## src/rtl/pipe_stage_skid.sv

```systemverilog
// Elastic pipeline-stage register: clearable ctrl, sticky data, rd index, 2-entry skid buffer, hazard compare.
// Latency 1 cycle EMPTY->out_valid; in_ready is registered (low only when both entries are held).
module pipe_stage_skid #(
    parameter int                 CTRL_W      = 32,
    parameter int                 DATA_W      = 64,
    parameter int                 RD_W        = 5,
    parameter logic [CTRL_W-1:0]  BUBBLE_CTRL = {CTRL_W{1'b0}},
    parameter int                 RFWE_BIT    = 0
) (
    input  logic              clk,
    input  logic              reset,
    input  logic              flush,
    input  logic              in_valid,
    output logic              in_ready,
    input  logic [CTRL_W-1:0] in_ctrl,
    input  logic [DATA_W-1:0] in_data,
    input  logic [RD_W-1:0]   in_rd,
    output logic              out_valid,
    input  logic              out_ready,
    output logic [CTRL_W-1:0] out_ctrl,
    output logic [DATA_W-1:0] out_data,
    output logic [RD_W-1:0]   out_rd,
    output logic [1:0]        occupancy,
    input  logic [RD_W-1:0]   hz_rs_a,
    input  logic [RD_W-1:0]   hz_rs_b,
    output logic              hz_hit_a,
    output logic              hz_hit_b
);

    typedef struct packed {
        logic              vld;
        logic [CTRL_W-1:0] ctrl;
        logic [DATA_W-1:0] data;
        logic [RD_W-1:0]   rd;
    } entry_t;

    entry_t main_q, main_d;
    entry_t skid_q, skid_d;
    logic   in_ready_q, in_ready_d;
    logic   push, pop;
    entry_t in_ent;

    assign push   = in_valid & in_ready_q;
    assign pop    = main_q.vld & out_ready;
    assign in_ent = '{vld: 1'b1, ctrl: in_ctrl, data: in_data, rd: in_rd};

    // Occupancy is the state: skid is only ever valid while main is valid.
    always_comb begin
        main_d = main_q;
        skid_d = skid_q;
        if (flush) begin
            main_d.vld  = 1'b0;
            main_d.ctrl = BUBBLE_CTRL;
            main_d.rd   = '0;
            skid_d.vld  = 1'b0;
            skid_d.ctrl = BUBBLE_CTRL;
            skid_d.rd   = '0;
        end else begin
            case ({skid_q.vld, main_q.vld})
                2'b00: begin
                    if (push) main_d = in_ent;
                end
                2'b01: begin
                    if (push && pop)  main_d = in_ent;
                    else if (push)    skid_d = in_ent;
                    else if (pop)     main_d.vld = 1'b0;
                end
                2'b11: begin
                    if (pop) begin
                        main_d      = skid_q;
                        skid_d.vld  = 1'b0;
                        skid_d.ctrl = BUBBLE_CTRL;
                        skid_d.rd   = '0;
                    end
                end
                default: ;
            endcase
        end
        in_ready_d = ~(main_d.vld & skid_d.vld);
    end

    always_ff @(posedge clk) begin
        if (reset) begin
            main_q     <= '{vld: 1'b0, ctrl: BUBBLE_CTRL, data: '0, rd: '0};
            skid_q     <= '{vld: 1'b0, ctrl: BUBBLE_CTRL, data: '0, rd: '0};
            in_ready_q <= 1'b1;
        end else begin
            main_q     <= main_d;
            skid_q     <= skid_d;
            in_ready_q <= in_ready_d;
        end
    end

    function automatic logic writes_reg(input entry_t e, input logic [RD_W-1:0] rs);
        return e.vld & e.ctrl[RFWE_BIT] & (e.rd != '0) & (e.rd == rs);
    endfunction

    assign in_ready  = in_ready_q;
    assign out_valid = main_q.vld;
    assign out_ctrl  = main_q.vld ? main_q.ctrl : BUBBLE_CTRL;
    assign out_rd    = main_q.vld ? main_q.rd : '0;
    assign out_data  = main_q.data;
    assign occupancy = {1'b0, main_q.vld} + {1'b0, skid_q.vld};
    assign hz_hit_a  = writes_reg(main_q, hz_rs_a) | writes_reg(skid_q, hz_rs_a);
    assign hz_hit_b  = writes_reg(main_q, hz_rs_b) | writes_reg(skid_q, hz_rs_b);

endmodule

```

## config.mk

```make
export PLATFORM = sky130hd
export DESIGN_NAME = pipe_stage_skid
export DESIGN_NICKNAME = d
export VERILOG_FILES = /design/src/rtl/pipe_stage_skid.sv
export SDC_FILE = /design/constraint.sdc
export NUM_CORES = 1
export LEC_CHECK = 0
export CAP_MARGIN = 20
export CORE_UTILIZATION = 30
export CTS_CLUSTER_DIAMETER = 60
export DETAILED_ROUTE_END_ITERATION = 6
export PLACE_DENSITY_LB_ADDON = 0.05
export SETUP_SLACK_MARGIN = 0.5
export SLEW_MARGIN = 20
export SYNTH_ARGS = -nofsm -noshare
export SYNTH_HDL_FRONTEND = slang
export SYNTH_SLANG_ARGS = --single-unit
```

## constraint.sdc

```tcl
create_clock -name clk -period 2.6 [get_ports clk]
set_clock_uncertainty 0.15 [all_clocks]
set_input_delay 0.52 -clock clk [delete_from_list [all_inputs] [get_ports clk]]
set_output_delay 0.52 -clock clk [all_outputs]
set_load 0.05 [all_outputs]
```

== Yosys cells after proc, flatten, opt, wreduce, memory -nomap -nowiden ==
Index checks and enable logic that the tools add are counted.

* Reduce and logical (&&, ||, !) cells: 11
* Add/subtract/negate cells: 1
* Mux-type cells: 17
* Bitwise operators: 16
* Equal/unequal tests: 11

{| class="wikitable"
|+ Operators with widths
! kind !! number
|-
| $mux 102 || 4
|-
| $pmux 102 s3 || 1
|-
| $mux 101 || 1
|-
| $mux 33 || 3
|-
| $pmux 33 s2 || 1
|-
| $mux 32 || 1
|-
| $eq 5x5->1 || 4
|-
| $reduce_and 4->1 || 3
|-
| $and 1x1->1 || 11
|-
| $mux 5 || 2
|-
| $ne 2x2->1 const B || 5
|-
| $pmux 5 s2 || 1
|-
| $reduce_bool 5->1 || 2
|-
| $reduce_and 5->1 || 1
|-
| $mux 1 || 3
|-
| $not 1->1 || 3
|-
| $reduce_bool 3->1 || 1
|-
| $add 1x1->2 || 1
|-
| $eq 2x1->1 const B || 1
|-
| $eq 2x2->1 const B || 1
|-
| $logic_not 2->1 || 1
|-
| $or 1x1->1 || 2
|-
| $reduce_bool 2->1 || 1
|-
| $reduce_or 2->1 || 1
|-
| $logic_and 1x1->1 || 1
|}

* Logic and storage cells: 65
* Output and inout bits: 107
* Bits in registers: 205

== Depth between registers and ports, before layout ==
Gate-level depths: netlist of run 1.

* Word-level depth: 8
* Mapped depth: 9
* Mapped depth without buffers: 6

== Worst setup path before layout of run 1 ==
No wires, ideal clock.

* Kind: register -> output
* Start point: register main_q (netlist bit out_valid)
* End point: output port hz_hit_b
* Required time: 1930 ps
* Arrival time: 2994 ps
* Slack: -1064 ps
* Cell stages (with the launch flop): 6
* Buffers on the path: 2
* Cells stage by stage: dfxtp_1 -> buf_2 -> clkbuf_1 -> and2_1 -> o21ai_0 -> o21ai_0

* Cells in the longest elaborated chain, start to end: 4

{| class="wikitable"
|+ RTL lines
! what !! RTL line !! text
|-
| from (decl) || 37 || <nowiki>entry_t main_q, main_d;</nowiki>
|-
| from (signal assigned) || 84 || <nowiki>main_q <= '{vld: 1'b0, ctrl: BUBBLE_CTRL, data: '0, rd: '0};</nowiki>
|-
| from (signal assigned) || 88 || <nowiki>main_q <= main_d;</nowiki>
|-
| $and 1x1->1 (3 in a row) || 95 || <nowiki>return e.vld & e.ctrl[RFWE_BIT] & (e.rd != '0) & (e.rd == rs);</nowiki>
|-
| $or 1x1->1 || 105 || <nowiki>assign hz_hit_b = writes_reg(main_q, hz_rs_b) | writes_reg(skid_q, hz_rs_b);</nowiki>
|-
| to (decl) || 27 || <nowiki>output logic hz_hit_b</nowiki>
|}

No other way between the ends.

== Final worst setup path of run 1 ==
* Start point: register skid_q[0] (netlist name)
* End point: output port hz_hit_b

* Cells in the longest elaborated chain, start to end: 4
* Elaborated cells between the ends (all ways): 5
* Classes of those cells: 1 x eq/ne; 3 x bitwise; 1 x reduce/logical

{| class="wikitable"
|+ RTL lines
! what !! RTL line !! text
|-
| from (decl) || 38 || <nowiki>entry_t skid_q, skid_d;</nowiki>
|-
| from (signal assigned) || 85 || <nowiki>skid_q <= '{vld: 1'b0, ctrl: BUBBLE_CTRL, data: '0, rd: '0};</nowiki>
|-
| from (signal assigned) || 89 || <nowiki>skid_q <= skid_d;</nowiki>
|-
| $reduce_bool 5->1 || 95 ||
|-
| $and 1x1->1 || 95 ||
|-
| $and 1x1->1 (*) || 95 ||
|-
| $or 1x1->1 (*) || 105 ||
|}

Mark *: on every way between the ends. The rest lies on a longest branch, timed or not.

==> results of run 1 <==
==> layout by cell type (no fill, tap or decap), types with 5 or more instances in the layout <==
cell,instances
a21oi_1,7
a21oi_2,57
a22o_1,37
a22oi_1,97
and2_4,36
buf_12,18
buf_16,10
buf_4,15
buf_6,17
buf_8,42
clkbuf_16,39
clkbuf_2,28
clkbuf_8,5
clkdlybuf4s15_1,17
clkdlybuf4s50_1,114
clkinv_2,5
dfxtp_1,200
dlygate4sd2_1,17
nand2_1,42
nand2_2,14
nand2_4,73
nand3_1,5
o2bb2ai_2,71
o2bb2ai_4,29
xnor2_1,9
xor2_1,11
==> synthesized netlist by cell type, types with 2 or more instances <==
cell,instances,share of area
a22o_1,37,0.038
a21oi_1,64,0.038
nand3_1,6,0.0036
clkbuf_1,54,0.024
o21ai_0,5,0.0030
ha_1,5,0.0074
and2_1,37,0.027
a2bb2oi_1,2,0.0021
xnor2_1,9,0.0093
buf_6,3,0.0040
nor3_1,5,0.0030
nor2_1,3,0.0013
buf_4,64,0.057
buf_1,5,0.0022
dfxtp_1,205,0.49
a211oi_2,2,0.0030
nand2_1,130,0.058
inv_1,4,0.0018
xor2_1,11,0.011
buf_2,13,0.0077
o2bb2ai_1,101,0.10
and3_1,2,0.0015
a22oi_1,101,0.090
or4_1,3,0.0027
==> worst max-delay path, stage by stage (launching register included) <==
cell,delay (ns)
dfxtp_4,0.35
or4_1,0.50
o211ai_1,0.29
or4_4,0.21
o21ai_4,0.06
buf_12,0.15
==> final cells by class <==
type / count / area (µm²) / share of cell area
diodes: 1 / 2.50 / 0.000172
repair buffers: 296 / 3550 / 0.244
inverters: 4 / 23.8 / 0.00163
flip-flops and latches: 205 / 4120 / 0.283
clock inverters: 10 / 86.3 / 0.00593
multi-input cells: 536 / 5610 / 0.385
well taps: 378 / 473 / 0.0325
clock buffers: 32 / 702 / 0.0482
==> worst min path at each step <==
| stage | from | end | slack (ns) | cells past startpoint |
|---|---|---|---|---|
| final | skid_q[42]$_SDFFE_PP0P_ | skid_q[42]$_SDFFE_PP0P_ | 0.31 | 2 |
| after global placement | main_q[96]$_SDFFE_PP0P_ | main_q[96]$_SDFFE_PP0P_ | 0.29 | 1 |
| after global routing | out_data[35]$_SDFFE_PP0P_ | out_data[35]$_SDFFE_PP0P_ | 0.32 | 1 |
| after CTS | reset | skid_q[26]$_SDFFE_PP0P_ | 0.30 | 3 |
| after detailed placement | main_q[96]$_SDFFE_PP0P_ | main_q[96]$_SDFFE_PP0P_ | 0.29 | 1 |
| after floorplan | main_q[100]$_SDFFE_PP0P_ | main_q[100]$_SDFFE_PP0P_ | 0.27 | 1 |
==> layer usage <==
| metal | GRT usage | wire (µm) |
|---|---|---|
| met3 | 0.0373 | 1460 |
| met2 | 0.296 | 14800 |
| met5 | 0 | 28 |
| met4 | 0.0435 | 540 |
| met1 | 0.248 | 14100 |
==> sequential cells by signal (all words and copies together) (netlist names) <==
register and cells:
in_ready 1, skid_q 102, out_valid 1, main_q 37, out_data 64
==> through the flow <==
step                area (µm²)  total power (W)  setup WS, ns  TNS, ns  cells
CTS                      12200          0.00767        -0.125   -0.246   1434
floorplan                 8550          0.00383         0.482        0    883
global placement         10800          0.00423       -0.0898  -0.0898   1372
finish                   14600          0.00786        -0.137   -0.260   1462
global route             14600          0.00815        -0.207   -0.402   1461
detailed placement       10800          0.00422       -0.0918  -0.0918   1372
==> repair_timing <==
item,in CTS,in global routing
pin swaps,24,242
cloned,6,19
endpoints found under the setup margin,309,160
gates resized for setup,228,451
setup buffers,14,8
==> power breakdown <==
part / internal, W / switching [W]
clock network: 0.00199 / 0.00136
logic: 0.000524 / 0.000691
registers: 0.00322 / 0.0000673
==> kinds of logic after synthesis <==
family | count (synthesis) | share of synthesized area
fa+ha+maj | 5 | 0.00741
buf+inv | 143 | 0.0966
simple gates | 189 | 0.0996
flops | 205 | 0.486
compound gates | 321 | 0.290
xor+xnor | 20 | 0.0207
==> reports/qor.yml, run 1 <==
run_status:
  status: "complete, but fails checks"
  violations: "negative setup slack"
layout:
  drive_above_1_share: 0.463
  syn_to_final_growth_pct: 72.5
  fin_util: 0.526
  fillers: 2477
  final_nets: 1189
place:
  port_buffers: 222
  dp_hpwl_mm: 15.4
  routabilityCongestion: 0.717
hold_path:
  hp-class: "reg2reg"
die:
  dieArea_um2: 28800
  die_h_um: 170
  fp-row-count: 61
  initial_core_util: 0.305
  fp.dieW_um: 170
  io_pins: 223
  coreArea_um2: 27700
pwr:
  vdd_ir_drop_max_mv: 0.417
  p_leak_nw: 5.44
  power_density_nw_per_um2: 539
detailed_routing:
  antenna_left: 0
  via_count: 7511
  viasPerCell: 5.14
  drt_iter0_markers: 365
  firstDrtPassIters: 4
  routed_wl_mm: 30.9
  drc_errors: 0
  wl_per_cell_um: 21.1
global_route:
  grt_overflow_total: 0
  antenna_found_initial: 2
  grt_pass1_vias: 7014
  grt_usage: 0.183
  grt_max_degree: 62
  grt_pass1_wl_mm: 41.3
setup_path:
  timing.reg2reg.setup_slack_ns: 0.39
  crit_arrival_ns: 2.07
  startpoint: "skid_q[0]$_SDFFE_PP0P_"
  crit_required_ns: 1.93
  regToRegEndpoint: "out_data[57]$_SDFFE_PP0P_"
  worstReg2RegStart: "out_valid$_SDFF_PP0_"
  crit_end: "hz_hit_b"
  crit_path_end_kind: "primary output"
  timing_worst_setup_path_type: "reg2out"
  critPathLaunchType: "flip-flop"
  reg2reg_depth: 10
  cp_max_fo: 3
synthesis:
  syn_avg_cell_area_um2: 9.56
  synth.distinct_cells: 36
  async_reset_ff_frac: 0
  ys_seq_area_frac: 0.486
  synthesis.area_um2: 8440
  synth_ff_type: "dfxtp_1"
  yosysWarnings: 0
  synth-edff-count: 0
  syn-num-nets: 1004
  ys_seq_elements: 205
  synthCells: 883
job:
  drv_cap: 0
timing:
  hold_viol: 0
  setup_viol: 2
  fmax_mhz: 365
  tightestPinTransition_ns: 0.853
  drv_slew: 0
  whs_ns: 0.307
  setup_ws_ns: -0.137
  grt_setup_unrepaired: "true"
  slew_headroom: 0.432
  period_share: 1.05
  fin_crit_ns: 2.74
clock_tree:
  cts_buffer_depth: 3
  htree_levels: 1
  cts_made_buffers: 25
  clk_pin_slew_ns: 0.06
  clk_latency_ns: 0.52
  cts_tree: "done"
  cts_num_sinks: 205
  cts-root-buf: "clkbuf_16"
  ctsHoldBuffers: 0
Power figures use the tool's default switching activity.
==> run 2, diff against run 1 <==
- clock period: 2.6 -> 3.4 ns (I/O delays scaled with it)
==> reports/qor.yml, run 2 (synthesis gave the netlist of run 1 again) <==
place:
  routabilityCongestion: 0.756
  port_buffers: 222
  placed_area_um2: 10700
  preCtsSetupSlack_ns: 0.335
  dp_hpwl_mm: 15.1
timing:
  fmax_mhz: 339
  tns_ns: 0
  tightestPinTransition_ns: 0.586
  drv_slew: 0
  period_share: 0.868
  fin_crit_ns: 2.95
  whs_ns: 0.298
  grt_setup_unrepaired: "true"
  slew_headroom: 0.610
  hold_viol: 0
  setup_viol: 0
  setup_ws_ns: 0.450
pwr:
  power_density_nw_per_um2: 528
  vdd_ir_drop_max_mv: 0.278
  p_leak_nw: 4.07
setup_path:
  critPathLaunchType: "flip-flop"
  crit_required_ns: 2.57
  crit_path_end_kind: "primary output"
  timing_worst_setup_path_type: "reg2out"
  crit_arrival_ns: 2.12
  cp_max_fo: 2
clock_tree:
  htree_levels: 1
  cts_buffer_depth: 3
  cts_made_buffers: 27
  cts_num_sinks: 205
  cts_tree: "done"
  clk_latency_ns: 0.52
  ctsHoldBuffers: 0
  cts-root-buf: "clkbuf_16"
  clk_pin_slew_ns: 0.05
die:
  die_h_um: 170
  initial_core_util: 0.305
  coreArea_um2: 27700
  io_pins: 223
  fp.dieW_um: 170
  fp-row-count: 61
  dieArea_um2: 28800
run_status:
  status: "finished, final reports clean"
detailed_routing:
  antenna_left: 0
  wl_per_cell_um: 18.3
  firstDrtPassIters: 5
  routed_wl_mm: 25.8
  drt_iter0_markers: 442
  drc_errors: 0
  via_count: 7049
  viasPerCell: 4.99
layout:
  largest-register: "skid_q"
  n_antenna_cell: 0
  final_common_cell: "dfxtp_1"
  drive_above_1_share: 0.106
  design_area_um2: 11600
  fin_util: 0.417
  final_nets: 1136
  multi_input_area_um2: 3610
  fillers: 2731
  ff_latch_area_um2: 4120
  syn_to_final_growth_pct: 36.8
  largest_reg_flops: 102
  final_cell_mix: "200 x dfxtp_1, 177 x clkdlybuf4s50_1, 128 x nand2_1"
global_route:
  grt_max_degree: 102
  grt_overflow_total: 0
  grt_pass1_wl_mm: 39.8
  antenna_found_initial: 1
  grt_usage: 0.174
  grt_pass1_vias: 6758
hold_path:
  hp-class: "reg2reg"
job:
  drv_cap: 0
==> run 2: final cells by class <==
class                   count  share of cell area
repair buffers            242               0.209
inverters                   4             0.00130
clock inverters            12              0.0159
flip-flops and latches    205               0.356
well taps                 378              0.0409
multi-input cells         535               0.312
clock buffers              37              0.0643
==> run 2: per-stage QoR <==
stage               instances  total power, W
global route             1413         0.00635
detailed placement       1361         0.00321
floorplan                 883         0.00292
global placement         1361         0.00322
finish                   1413         0.00610
CTS                      1413         0.00620
==> run 2: worst max-delay path, stage by stage, from the launching register on <==
cell      delay (ns)
dfxtp_4         0.34
or4_4           0.54
o211ai_1        0.31
or4_4           0.21
o21ai_4         0.05
buf_12          0.15
==> run 2: power by group <==
group / switching, W / leakage [nW] / internal, W
combinational: 0.000378 / 1.96 / 0.000278
sequential: 0.0000367 / 1.66 / 0.00246
clock: 0.00110 / 0.451 / 0.00184
==> run 2: path summary, 6_finish.rpt <==
path	startpoint	to	slack (ns)	cells after the start
worst max-delay path	skid_q[1]$_SDFFE_PP0P_	hz_hit_b	0.45	5
worst min-delay path	main_q[100]$_SDFFE_PP0P_	main_q[100]$_SDFFE_PP0P_	0.30	1
worst max register to register	out_valid$_SDFF_PP0_	out_data[57]$_SDFFE_PP0P_	0.91	7
worst min register to register	main_q[100]$_SDFFE_PP0P_	main_q[100]$_SDFFE_PP0P_	0.30	1
==> run 2: what timing repair did <==
| item | CTS | global route |
|---|---|---|
| buffers inserted | 3 | 0 |
| gates resized for setup | 74 | 38 |
| setup endpoints to repair | 41 | 31 |
| pin swaps | 4 | 1 |
==> run 2: per-layer routing <==
| metal | global-route usage | vias up | part of all wire |
|---|---|---|---|
| met3 | 0.0429 | 27 | 0.072 |
| met2 | 0.271 | 210 | 0.44 |
| met4 | 0.0360 | 0 | 0.013 |
| met5 | 0 | - | 0 |
| li1 | - | 3417 | - |
| met1 | 0.242 | 3395 | 0.47 |
==> run 3, diff against run 2 <==
- GPL_ROUTABILITY_DRIVEN: unset -> 0
- PLACE_DENSITY: unset -> 0.63
- PLACE_DENSITY_LB_ADDON: 0.05 -> unset
==> reports/qor.yml, run 3 (synthesis gave the netlist of run 1 again) <==
timing:
  fin_crit_ns: 2.90
  tightestPinTransition_ns: 1.03
  fmax_mhz: 345
  hold_viol: 0
  drv_slew: 0
  grt_setup_unrepaired: "true"
  tns_ns: 0
  setup_viol: 0
  period_share: 0.853
  slew_headroom: 0.310
hold_path:
  hold_depth: 1
  hp-class: "reg2reg"
global_route:
  grt_overflow_total: 0
  grt_pass1_wl_mm: 38.6
  use_met1: 0.211
  grt_busiest_layer: "met2"
  use_met3: 0.0401
  grt_usage: 0.165
  grt_max_degree: 102
  grt_pass1_vias: 7079
  grt_use_met2: 0.279
  antenna_found_initial: 0
run_status:
  status: "finished, final reports clean"
clock_tree:
  cts_buffer_depth: 3
  clk_pin_slew_ns: 0.06
  clk_latency_ns: 0.51
  cts-root-buf: "clkbuf_16"
  ctsHoldBuffers: 0
  cts_tree: "done"
  htree_levels: 1
  cts_made_buffers: 23
  cts_num_sinks: 205
die:
  coreArea_um2: 27700
  fp.dieW_um: 170
  fp-row-count: 61
  dieArea_um2: 28800
  initial_core_util: 0.305
  io_pins: 223
  die_h_um: 170
setup_path:
  cp_max_fo: 2
  crit_required_ns: 2.57
  critPathLaunchType: "input pin"
  cpPeakStageDelay_ns: 0.48
  path_cells: "clkdlybuf4s50_1 > xor2_1 > nor3_1 > nand3_1 > o21ai_4 > buf_12"
  timing_worst_setup_path_type: "in2out"
  crit_path_end_kind: "primary output"
  cpMaxStageDelayCell: "clkdlybuf4s50_1"
  reg2reg_depth: 7
  crit_arrival_ns: 2.07
place:
  placed_area_um2: 10600
  dp_hpwl_mm: 14.8
  port_buffers: 222
  placed_cells: 1359
detailed_routing:
  firstDrtPassIters: 7
  drc_errors: 0
  via_count: 7135
  wl_per_cell_um: 17.6
  viasPerCell: 5.07
  drt_iter0_markers: 461
  routed_wl_mm: 24.7
  antenna_left: 0
pwr:
  power_density_nw_per_um2: 487
  p_leak_nw: 4.11
  vdd_ir_drop_max_mv: 0.276
  total_power_w: 0.00555
layout:
  fin_util: 0.412
  drive_above_1_share: 0.0837
  n_antenna_cell: 0
  final_nets: 1132
  largest-register: "skid_q"
  final_cell_mix: "198 x dfxtp_1, 176 x clkdlybuf4s50_1, 128 x nand2_1"
  largest_reg_flops: 102
  design_area_um2: 11400
  syn_to_final_growth_pct: 35.1
  final_common_cell: "dfxtp_1"
  fin_cells: 1406
  fillers: 2739
job:
  drv_cap: 0
## run 3: changes by cell type in the layout (fill, tap and decap cells not counted), sizes merged, moves of 3 or more
cell           delta
dlygate4sd2      +34
clkdlybuf4s15    -14
bufinv            -3
inv               -4
clkinv            +7
clkbuf           -25
## run 3: worst paths after layout
path | start | slack [ns] | end
setup / recovery | hz_rs_b[1] | 0.50 | hz_hit_b
hold / removal | main_q[75]$_SDFFE_PP0P_ | 0.30 | main_q[75]$_SDFFE_PP0P_
setup reg to reg | skid_q[101]$_SDFF_PP0_ | 0.88 | out_data[43]$_SDFFE_PP0P_
hold reg to reg | main_q[75]$_SDFFE_PP0P_ | 0.30 | main_q[75]$_SDFFE_PP0P_
## run 3: through the flow
step	hold slack, ns	worst slack [ns]
after floorplan	0.274	0.565
after global placement	0.287	0.308
after detailed placement	0.289	0.331
after CTS	0.306	0.509
after global routing	0.319	0.477
final	0.301	0.498
## run 3: what timing repair did
item | CTS | global route
setup buffers | 3 | 2
setup endpoints to repair | 41 | 4
pin swaps | 4 | 3
gates resized for setup | 57 | 6
## run 3: report_power, final
| group | total [W] | switching [W] | internal, W |
|---|---|---|---|
| registers | 0.00249 | 0.0000350 | 0.00246 |
| logic | 0.000651 | 0.000378 | 0.000273 |
| clock network | 0.00241 | 0.00100 | 0.00141 |
| total | 0.00555 | 0.00141 | 0.00414 |
## run 3: worst max-delay path, delay by kind of cell
| family | cells | cell delay, ns |
|---|---|---|
| and+or+nand+nor | 2 | 0.40 |
| buffers and inverters | 2 | 0.63 |
| AOI/OAI and AO/OA | 1 | 0.19 |
| xor gates and xnor gates | 1 | 0.18 |
## run 3: per-layer routing
metal / wire length (µm) / vias to the layer above
li1: - / 3407
met1: 10900 / 3463
met2: 11600 / 235
met3: 1930 / 30
met4: 346 / 0
met5: 0 / -
## run 3: final cells by class
type                       instances  area, µm²  share of cell area
clock inverter                    11       87.6             0.00768
tap                              378        473              0.0415
timing repair buffer             242       2430               0.213
multi-input combinational        535       3630               0.319
clock buffer                      31        646              0.0566
inverter                           4       15.0             0.00132
sequential                       205       4120               0.362
